`src/rtl/control_mascara_cargador_if.sv`:
```
// Bundle of the instruction-register, coefficient-memory and coefficient-stream signals.
// master = host/memory side, slave = mask loader.
// CONTROL_MASCARA_SUMA_EN adds the suma_coeficientes output.
interface control_mascara_cargador_if #(
  parameter int BITS_BUS_DATOS_INSTR     = 21,
  parameter int BITS_BUS_DIRECCION_INSTR = 11,
  parameter int BITS_DIRECCION_MEM       = 10,
  parameter int BITS_MASCARA             = 3,
  parameter int BITS_COEFICIENTE         = 8,
  parameter int BITS_INDICE              = 6
);
  logic [BITS_BUS_DIRECCION_INSTR-1:0] direccion_registros;
  logic [BITS_BUS_DATOS_INSTR-1:0]     datos_registros;
  logic                                habilitacion_registros;
  logic [BITS_DIRECCION_MEM-1:0]       mem_direccion;
  logic                                mem_lectura;
  logic [BITS_COEFICIENTE-1:0]         mem_datos;
  logic [BITS_COEFICIENTE-1:0]         coef_datos;
  logic [BITS_INDICE-1:0]              coef_indice;
  logic                                coef_valido;
  logic                                mascara_lista;
  logic                                ocupado;
  logic [BITS_MASCARA-1:0]             tamano_mascara;
  logic [BITS_DIRECCION_MEM-1:0]       direccion_mem_inicio_mascara;
  logic                                error_tamano;
`ifdef CONTROL_MASCARA_SUMA_EN
  logic [BITS_COEFICIENTE+5:0]         suma_coeficientes;
`endif

  modport master (
    output direccion_registros, datos_registros, habilitacion_registros, mem_datos,
    input  mem_direccion, mem_lectura, coef_datos, coef_indice, coef_valido,
           mascara_lista, ocupado, tamano_mascara, direccion_mem_inicio_mascara, error_tamano
`ifdef CONTROL_MASCARA_SUMA_EN
    , input suma_coeficientes
`endif
  );

  modport slave (
    input  direccion_registros, datos_registros, habilitacion_registros, mem_datos,
    output mem_direccion, mem_lectura, coef_datos, coef_indice, coef_valido,
           mascara_lista, ocupado, tamano_mascara, direccion_mem_inicio_mascara, error_tamano
`ifdef CONTROL_MASCARA_SUMA_EN
    , output suma_coeficientes
`endif
  );
endinterface

```
`src/rtl/control_mascara_cargador.sv`:
```
// Mask size/base registers plus a sequencer that fetches size*size coefficients and streams them.
// Latency: write cycle t -> first read t+1, first coefficient t+2, mascara_lista t+N+2.
// No backpressure: memory answers in 1 cycle, stream is gapless. Option: CONTROL_MASCARA_SUMA_EN.
module control_mascara_cargador #(
  parameter int BITS_BUS_DATOS_INSTR     = 21,
  parameter int BITS_BUS_DIRECCION_INSTR = 11,
  parameter int BITS_DIRECCION_MEM       = 10,
  parameter int BITS_MASCARA             = 3,
  parameter int BITS_COEFICIENTE         = 8,
  parameter int BITS_INDICE              = 6
) (
  input logic                     clk,
  input logic                     reset,
  control_mascara_cargador_if.slave bus
);
  typedef enum logic [1:0] {REPOSO, LECTURA, DRENAJE} estado_t;

  estado_t                       estado_q, estado_d;
  logic [BITS_MASCARA-1:0]       tamano_q, tamano_d;
  logic [BITS_DIRECCION_MEM-1:0] base_q, base_d;
  logic                          error_q, error_d;
  logic                          lista_q, lista_d;
  logic                          valido_q, valido_d;
  logic [BITS_INDICE-1:0]        k_q, k_d;
  logic [BITS_INDICE-1:0]        indice_q, indice_d;
  logic [BITS_INDICE-1:0]        ultimo;
  logic [BITS_MASCARA-1:0]       tamano_nuevo;
  logic [1:0]                    sel;
  logic                          tamano_ok;
  logic                          disparo;
  logic                          unused_bits;

  assign sel          = bus.direccion_registros[1:0];
  assign tamano_nuevo = bus.datos_registros[BITS_MASCARA-1:0];
  assign tamano_ok    = (tamano_nuevo == BITS_MASCARA'(3)) || (tamano_nuevo == BITS_MASCARA'(5)) ||
                        (tamano_nuevo == BITS_MASCARA'(7));
  // Last index of the mask; size only changes together with a restart, so using the live register is safe.
  assign ultimo       = BITS_INDICE'(tamano_q) * BITS_INDICE'(tamano_q) - BITS_INDICE'(1);
  assign unused_bits  = ^{bus.direccion_registros[BITS_BUS_DIRECCION_INSTR-1:2],
                          bus.datos_registros[BITS_BUS_DATOS_INSTR-1:BITS_DIRECCION_MEM]};

  // Register decode: valid size or any base write triggers a (re)load
  always_comb begin
    tamano_d = tamano_q;
    base_d   = base_q;
    error_d  = error_q;
    disparo  = 1'b0;
    if (bus.habilitacion_registros) begin
      case (sel)
        2'b00: begin
          if (tamano_ok) begin
            tamano_d = tamano_nuevo;
            disparo  = 1'b1;
          end else begin
            error_d = 1'b1;
          end
        end
        2'b01: begin
          base_d  = bus.datos_registros[BITS_DIRECCION_MEM-1:0];
          disparo = 1'b1;
        end
        2'b10:   error_d = 1'b0;
        default: ;
      endcase
    end
  end

  // Sequencer: a trigger restarts from k=0 and drops the read issued this cycle
  always_comb begin
    estado_d = estado_q;
    k_d      = k_q;
    lista_d  = lista_q;
    valido_d = (estado_q == LECTURA) && !disparo;
    indice_d = valido_d ? k_q : '0;
    if (disparo) begin
      estado_d = LECTURA;
      k_d      = '0;
      lista_d  = 1'b0;
    end else begin
      case (estado_q)
        LECTURA: begin
          if (k_q == ultimo) estado_d = DRENAJE;
          else               k_d = k_q + BITS_INDICE'(1);
        end
        DRENAJE: begin
          estado_d = REPOSO;
          lista_d  = 1'b1;
        end
        default: ;
      endcase
    end
  end

  // State and programmable registers
  always_ff @(posedge clk or posedge reset) begin
    if (reset) begin
      estado_q <= REPOSO;
      tamano_q <= BITS_MASCARA'(3);
      base_q   <= '0;
      error_q  <= 1'b0;
      lista_q  <= 1'b0;
      valido_q <= 1'b0;
      k_q      <= '0;
      indice_q <= '0;
    end else begin
      estado_q <= estado_d;
      tamano_q <= tamano_d;
      base_q   <= base_d;
      error_q  <= error_d;
      lista_q  <= lista_d;
      valido_q <= valido_d;
      k_q      <= k_d;
      indice_q <= indice_d;
    end
  end

  assign bus.mem_lectura                  = (estado_q == LECTURA);
  assign bus.mem_direccion                = (estado_q == LECTURA) ? base_q + BITS_DIRECCION_MEM'(k_q) : '0;
  assign bus.coef_valido                  = valido_q;
  assign bus.coef_datos                   = valido_q ? bus.mem_datos : '0;
  assign bus.coef_indice                  = indice_q;
  assign bus.mascara_lista                = lista_q;
  assign bus.ocupado                      = (estado_q != REPOSO);
  assign bus.tamano_mascara               = tamano_q;
  assign bus.direccion_mem_inicio_mascara = base_q;
  assign bus.error_tamano                 = error_q;

`ifdef CONTROL_MASCARA_SUMA_EN
  logic [BITS_COEFICIENTE+5:0] suma_q, suma_d;

  // Running sum of the streamed coefficients, restarted with every load
  always_comb begin
    suma_d = suma_q;
    if (disparo)       suma_d = '0;
    else if (valido_q) suma_d = suma_q + (BITS_COEFICIENTE+6)'(bus.mem_datos);
  end

  // Sum register
  always_ff @(posedge clk or posedge reset) begin
    if (reset) suma_q <= '0;
    else       suma_q <= suma_d;
  end

  assign bus.suma_coeficientes = suma_q;
`endif
endmodule

```
`src/flat_wrapper.sv`:
```
// flat-port wrapper written by rule: the top's interface ports become plain ports
module control_mascara_cargador_flat 
#(
  parameter int BITS_BUS_DATOS_INSTR     = 21,
  parameter int BITS_BUS_DIRECCION_INSTR = 11,
  parameter int BITS_DIRECCION_MEM       = 10,
  parameter int BITS_MASCARA             = 3,
  parameter int BITS_COEFICIENTE         = 8,
  parameter int BITS_INDICE              = 6
)
  (clk, reset, bus_direccion_registros, bus_datos_registros, bus_habilitacion_registros, bus_mem_datos, bus_mem_direccion, bus_mem_lectura, bus_coef_datos, bus_coef_indice, bus_coef_valido, bus_mascara_lista, bus_ocupado, bus_tamano_mascara, bus_direccion_mem_inicio_mascara, bus_error_tamano);
  control_mascara_cargador_if #(.BITS_BUS_DATOS_INSTR(BITS_BUS_DATOS_INSTR), .BITS_BUS_DIRECCION_INSTR(BITS_BUS_DIRECCION_INSTR), .BITS_DIRECCION_MEM(BITS_DIRECCION_MEM), .BITS_MASCARA(BITS_MASCARA), .BITS_COEFICIENTE(BITS_COEFICIENTE), .BITS_INDICE(BITS_INDICE)) bus_i ();
  input logic clk;
  input logic reset;
  input wire logic [$bits(bus_i.direccion_registros)-1:0] bus_direccion_registros;
  input wire logic [$bits(bus_i.datos_registros)-1:0] bus_datos_registros;
  input wire logic [$bits(bus_i.habilitacion_registros)-1:0] bus_habilitacion_registros;
  input wire logic [$bits(bus_i.mem_datos)-1:0] bus_mem_datos;
  output wire logic [$bits(bus_i.mem_direccion)-1:0] bus_mem_direccion;
  output wire logic [$bits(bus_i.mem_lectura)-1:0] bus_mem_lectura;
  output wire logic [$bits(bus_i.coef_datos)-1:0] bus_coef_datos;
  output wire logic [$bits(bus_i.coef_indice)-1:0] bus_coef_indice;
  output wire logic [$bits(bus_i.coef_valido)-1:0] bus_coef_valido;
  output wire logic [$bits(bus_i.mascara_lista)-1:0] bus_mascara_lista;
  output wire logic [$bits(bus_i.ocupado)-1:0] bus_ocupado;
  output wire logic [$bits(bus_i.tamano_mascara)-1:0] bus_tamano_mascara;
  output wire logic [$bits(bus_i.direccion_mem_inicio_mascara)-1:0] bus_direccion_mem_inicio_mascara;
  output wire logic [$bits(bus_i.error_tamano)-1:0] bus_error_tamano;
  assign bus_i.direccion_registros = bus_direccion_registros;
  assign bus_i.datos_registros = bus_datos_registros;
  assign bus_i.habilitacion_registros = bus_habilitacion_registros;
  assign bus_i.mem_datos = bus_mem_datos;
  assign bus_mem_direccion = bus_i.mem_direccion;
  assign bus_mem_lectura = bus_i.mem_lectura;
  assign bus_coef_datos = bus_i.coef_datos;
  assign bus_coef_indice = bus_i.coef_indice;
  assign bus_coef_valido = bus_i.coef_valido;
  assign bus_mascara_lista = bus_i.mascara_lista;
  assign bus_ocupado = bus_i.ocupado;
  assign bus_tamano_mascara = bus_i.tamano_mascara;
  assign bus_direccion_mem_inicio_mascara = bus_i.direccion_mem_inicio_mascara;
  assign bus_error_tamano = bus_i.error_tamano;
  control_mascara_cargador #(.BITS_BUS_DATOS_INSTR(BITS_BUS_DATOS_INSTR), .BITS_BUS_DIRECCION_INSTR(BITS_BUS_DIRECCION_INSTR), .BITS_DIRECCION_MEM(BITS_DIRECCION_MEM), .BITS_MASCARA(BITS_MASCARA), .BITS_COEFICIENTE(BITS_COEFICIENTE), .BITS_INDICE(BITS_INDICE)) u_core (.clk(clk), .reset(reset), .bus(bus_i));
endmodule
```
`config.mk`:
```
export PLATFORM = sky130hd
export DESIGN_NAME = control_mascara_cargador_flat
export DESIGN_NICKNAME = d
export VERILOG_FILES = /design/src/rtl/control_mascara_cargador_if.sv /design/src/rtl/control_mascara_cargador.sv /design/src/flat_wrapper.sv
export SDC_FILE = /design/constraint.sdc
export NUM_CORES = 1
export LEC_CHECK = 0
export CORE_MARGIN = 2
export CORE_UTILIZATION = 39
export CTS_BUF_LIST = sky130_fd_sc_hd__clkbuf_4
export DETAILED_ROUTE_END_ITERATION = 16
export GPL_ROUTABILITY_DRIVEN = 0
export PLACE_DENSITY = 0.79
export SLEW_MARGIN = 20
export SYNTH_ARGS = -nofsm -noshare
export SYNTH_HDL_FRONTEND = slang
export SYNTH_SLANG_ARGS = --single-unit
```
`constraint.sdc`:
```
create_clock -name clk -period 2.2 [get_ports clk]
set_input_delay 0.22 -clock clk [delete_from_list [all_inputs] [get_ports clk]]
set_output_delay 0.22 -clock clk [all_outputs]
set_load 0.05 [all_outputs]
```
### After elaboration in Yosys (flattened, before gate mapping)

Index checks and enable logic that the tools add are counted.

* register bits after elaboration: 30
* latch bits: 0
* bits in writable memories: 0
* bits in read-only memories: 0
* output and inout port bits: 42
* word-level logic and storage cells: 54
* memories kept: 0

* add/sub/neg operators: 3
* multiply operators: 1
* divide/modulo/power cells: 0
* $lt $le $gt $ge: 0
* equal/unequal tests: 11
* shift-type cells: 0
* multiplexer cells: 16
* bitwise operators: 0
* reductions and logical operators: 15

Operators by type and width (count)
* two-way mux 6 bit: 4
* adder 10 x 6 -> 10 bit: 1
* two-way mux 10 bit: 1
* two-way mux 8 bit: 1
* nonzero test 2 bit: 4
* adder 6 x 1 -> 6 bit, second input constant: 1
* == test 3 bit, second input constant: 2
* == test 6 bit: 1
* multiplier 3 x 3 -> 6 bit: 1
* AND reduction 2 bit: 3
* AND reduction 3 bit: 2
* subtractor 6 x 1 -> 6 bit, second input constant: 1
* two-way mux 1 bit: 5
* == test 2 x 1 -> 1 bit, second input constant: 2
* == test 2 bit, second input constant: 2
* two-way mux 2 bit: 2
* one-hot mux 1 bit (2 select lines): 2
* one-hot mux 2 bit (2 select lines): 1
* == test 3 x 2 -> 1 bit, second input constant: 1
* inequality test 3 x 1 -> 1 bit, second input constant: 1
* nonzero test 3 bit: 1
* logical NOT 2 bit: 1
* logical OR 1 bit: 2
* inequality test 2 x 1 -> 1 bit, second input constant: 1
* other kinds (3): 3

### Longest topological paths before layout

* word-level depth: 9
* mapped depth: 10

### Worst setup path after synthesis

OpenSTA, ideal clock, no wires.

* kind: register to output
* start: reg u_core.base_q[0], in the netlist u_core.bus.direccion_mem_inicio_mascara[0]
* end: out bus_mem_direccion[2]
* arrival: 2558 ps
* required time: 1980 ps
* path slack: -578 ps
* stages on the path, launching flop included: 6
* path buffers: 0
* path through: dfrtp_1 > ha_1 > inv_1 > fa_1 > nor2b_1 > nor3b_1

* word-level cells in the longest chain between the ends: 2

RTL lines
* start, declared: line control_mascara_cargador.sv:20 `logic [BITS_DIRECCION_MEM-1:0] base_q, base_d;`
* start signal, assigned: line control_mascara_cargador.sv:108 `base_q <= base_d;`
* adder 10 x 6 -> 10 bit: line control_mascara_cargador.sv:118 `assign bus.mem_direccion = (estado_q == LECTURA) ? base_q + BITS_DIRECCION_MEM'(k_q) : '0;`
* two-way mux 10 bit: line control_mascara_cargador.sv:118
* end, declared: line flat_wrapper.sv:19 `output wire logic [$bits(bus_i.mem_direccion)-1:0] bus_mem_direccion;`

Every way passes these cells.

### Final worst setup path

* start: reg u_core.k_q[0]
* end: out bus_mem_direccion[8]

* word-level cells in the longest chain between the ends: 2

RTL lines
* start, declared: line control_mascara_cargador.sv:24 `logic [BITS_INDICE-1:0] k_q, k_d;`
* start signal, assigned: line control_mascara_cargador.sv:112 `k_q <= k_d;`
* adder 10 x 6 -> 10 bit: line control_mascara_cargador.sv:118
* two-way mux 10 bit: line control_mascara_cargador.sv:118

Every way passes these cells.

==> run summary <==
clk sinks - 30
switching power total - 1.61 mW
Setup WS post-layout - -0.331 ns
switch share - 0.463
worst path required time - 1.98 ns
first-pass GRT wire length - 7.87 mm
Clk pwr share - 0.094
number of DRC markers in iteration 0 - 58
crit path max fanout - 3
skew final - 0.0107 ns
syn avg cell area - 10.1 µm²
Async SR Flop Fraction - 1.00
Gate Count Post-Synth - 185
slowest stage delay, CP - 0.42 ns
fin. max-slew vios - 0
Net count, final - 336
final setup vio count - 15
Hold Fails Final Rpt - 0
initial antenna violation count - 0
Netlist cell types - 38
Fin Setup TNS - -3.27 ns
initial core utilization - 0.401
Max Buffers Root-to-Sink - 2
# rows - 25
clock slew at reported path FFs - 0.11 ns
area grow syn2layout - 66.3%
Arrival @ worst endpoint - 2.31 ns
Total Routing Usage GR - 0.193
CTS buffer count - 5
crit path cell chain - ha_4 > inv_2 > fa_2 > nor2b_2 > o21a_1 > o21ai_2 > a21oi_2 > xor2_1 > and2_4 > buf_12
H-Tree Level Count - 2
crit share post-route - 1.15
internal power - 1.86 mW
Worst Max-Slew Pin Slew - 0.510 ns
RSZ-0062 raised after global routing - true
post-DP HPWL - 3.56 mm
yosys warns - 0
leakage - 1.37 nW
Total Wirelength - 4.90 mm
DR DRC count - 0
register area share after synthesis - 0.403
part of the power in registers - 0.226
Hold Crit Class - input pin to async pin
die height - 73.2 µm
Buffers on Ports - 64
die footprint - 0.00536 mm²
Vias - 1,699
syn nets - 241
number of global-route vias before repair - 1,678
Max Cap Viol - 0
DR pass1 iterations - 4
Layout Cells excl Fill - 335
clock root cell - clkbuf_4
DR vias/cell - 5.07
most common flop cell mapped by yosys - dfrtp_1
total power - 3.47 mW
crit path launch type - register
layout cells sized above 1 - 0.359
failing checks - negative setup slack
Ant. Diodes - 0
Worst VDD drop - 0.000681 V
status - finished with violations
wire length per cell - 14.6 µm
Yosys reg bits - 30
achievable frequency - 0.395 GHz
CTS tree - done
Die W - 73.2 µm
Crit-path slowest cell - dfrtp_1
Worst-Skew Late Latency - 0.35 ns
PD cells - 1120 mW/mm²
hold_buf cts - 0
grt ovf - 0
number of routed nets with antenna violations - 0
Core ar. - 0.00466 mm²
EDFF count, synth - 0
logic gate share of total power - 0.680
Worst Setup Path Type - register to output pin
io pins - 85
Setup crit end kind - output pin
Syn Std Cell Area - 0.00187 mm²
Slew HR - 0.659
total placed cells including tap cells - 314
largest net degree at the start of global routing - 31
final worst path period need - 2.53 ns
[area by class of cell]
class | instances | area, µm²
fill | 363 | 1550
multi-input combinational | 141 | 1230
timing repair buffer | 92 | 952
sequential | 30 | 766
tap | 54 | 67.6
clock buffer | 5 | 37.5
inverter | 10 | 37.5
clock inverter | 3 | 16.3
[per-layer routing]
layer | share of wire | global-route usage | vias to the layer above
met5 | 0 | 0 | -
met4 | 0.015 | 0.0823 | 0
met3 | 0.050 | 0.0345 | 5
met2 | 0.52 | 0.332 | 50
met1 | 0.42 | 0.237 | 813
li1 | - | - | 831
[worst paths after layout]
| check | from | to | slack, ns | cells past startpoint |
|---|---|---|---|---|
| worst min register to register | u_core.estado_q[0] | u_core.estado_q[0] | 0.53 | 1 |
| max in group asynchronous | reset | u_core.bus.tamano_mascara[1] | 1.61 | 3 |
| worst max-delay path | u_core.k_q[0] | bus_mem_direccion[8] | -0.33 | 10 |
| min in group clk | bus_direccion_registros[1] | u_core.bus.error_tamano | 0.48 | 2 |
| worst max register to register | u_core.bus.tamano_mascara[0] | u_core.estado_q[0] | -0.28 | 9 |
| worst min-delay path | reset | u_core.bus.direccion_mem_inicio_mascara[6] | 0.27 | 3 |
[flip-flops by register name, indices dropped and copies added (netlist names)]
register and flops:
u_core.bus.direccion_mem_inicio_mascara 10, u_core.bus.coef_indice 6, u_core.k_q 6, u_core.bus.tamano_mascara 3, u_core.estado_q 2, u_core.bus.coef_valido 1
u_core.bus.error_tamano 1, u_core.bus.mascara_lista 1
[cell usage after synthesis, types with 2 or more instances]
library cell  instances  area (µm²)
dfrtp_1              28         701
and2_1               15        93.8
ha_1                 12         150
mux2_2               12         135
inv_1                10        37.5
nor2_1               10        37.5
a21oi_1               9        45.0
and3_1                9        56.3
nand2_1               9        33.8
xnor2_1               9        78.8
nor2b_1               6        37.5
a21o_1                5        37.5
nand2b_1              5        31.3
clkbuf_1              4        15.0
nor3_1                4        20.0
o21ai_0               4        20.0
mux2i_1               3        30.0
nand3_1               3        15.0
o21a_1                3        22.5
xor2_1                3        26.3
and3b_1               2        17.5
dfstp_2               2        52.6
nand4_1               2        12.5
o311ai_0              2        17.5
[critical path: cells and delay by family (launching register included)]
kind / cells / cell delay, ns
AO/OA/AOI/OAI: 3 / 0.42
XOR/XNOR: 1 / 0.17
adder cells (fa/ha/maj): 2 / 0.48
buffers and inverters: 2 / 0.16
flip-flops: 1 / 0.42
AND/OR/NAND/NOR: 2 / 0.32
[power by group through the flow]
stage | Clock (mW) | Combinational, mW | Sequential, mW
2_1_floorplan | 0 | 1.13 | 1.05
3_3_place_gp | 0 | 2.13 | 0.788
3_5_place_dp | 0 | 2.16 | 0.794
4_1_cts | 0.342 | 2.34 | 0.785
5_1_grt | 0.371 | 2.50 | 0.806
6_report | 0.327 | 2.36 | 0.786
[per-stage QoR]
step / hold slack (ns) / utilization / setup WS, ns / instance area, µm²
global route: 0.292 / 0.667 / -0.478 / 3110
global placement: 0.485 / 0.612 / -0.218 / 2850
finish: 0.272 / 0.667 / -0.331 / 3110
CTS: 0.273 / 0.662 / -0.334 / 3090
floorplan: 0.306 / - / -0.317 / 1960
detailed placement: 0.489 / 0.612 / -0.270 / 2850
[kinds of logic (layout without fill, tap and decap cells)]
kind of cell    after synthesis  count (layout)  share of synthesized area
simple gates                 71              71                      0.221
compound gates               30              30                      0.112
flops                        30              30                      0.403
mux                          15              15                     0.0884
buf+inv                      14             110                     0.0281
fa+ha+maj                    13              13                     0.0910
xor+xnor                     12              12                     0.0562
[cells in the final DEF (no fill, tap or decap), types with 3 or more instances in the layout]
| cell type | n |
|---|---|
| and2_4 | 3 |
| mux2_2 | 12 |
| nor3_1 | 3 |
| dfrtp_1 | 24 |
| and3_1 | 8 |
| nor2b_1 | 4 |
| xnor2_1 | 9 |
| nand2_1 | 9 |
| and2_1 | 10 |
| mux2i_1 | 3 |
| inv_1 | 8 |
| buf_4 | 28 |
| a21o_1 | 5 |
| clkdlybuf4s50_1 | 53 |
| ha_4 | 5 |
| nand2b_1 | 5 |
| a21oi_2 | 4 |
| nor2_1 | 10 |
| buf_12 | 10 |
| dfrtp_2 | 4 |
| a21oi_1 | 5 |
| o21a_1 | 3 |
| clkbuf_4 | 5 |
| ha_1 | 7 |
[repair_timing]
action,4_1_cts,5_1_grt
pin swaps,28,10
gates resized for setup,24,2
setup buffers,11,2
endpoints found under the hold margin,0,0
endpoints found under the setup margin,15,15
gates cloned,0,0
Note: power is estimated with default switching activity, not from simulation.
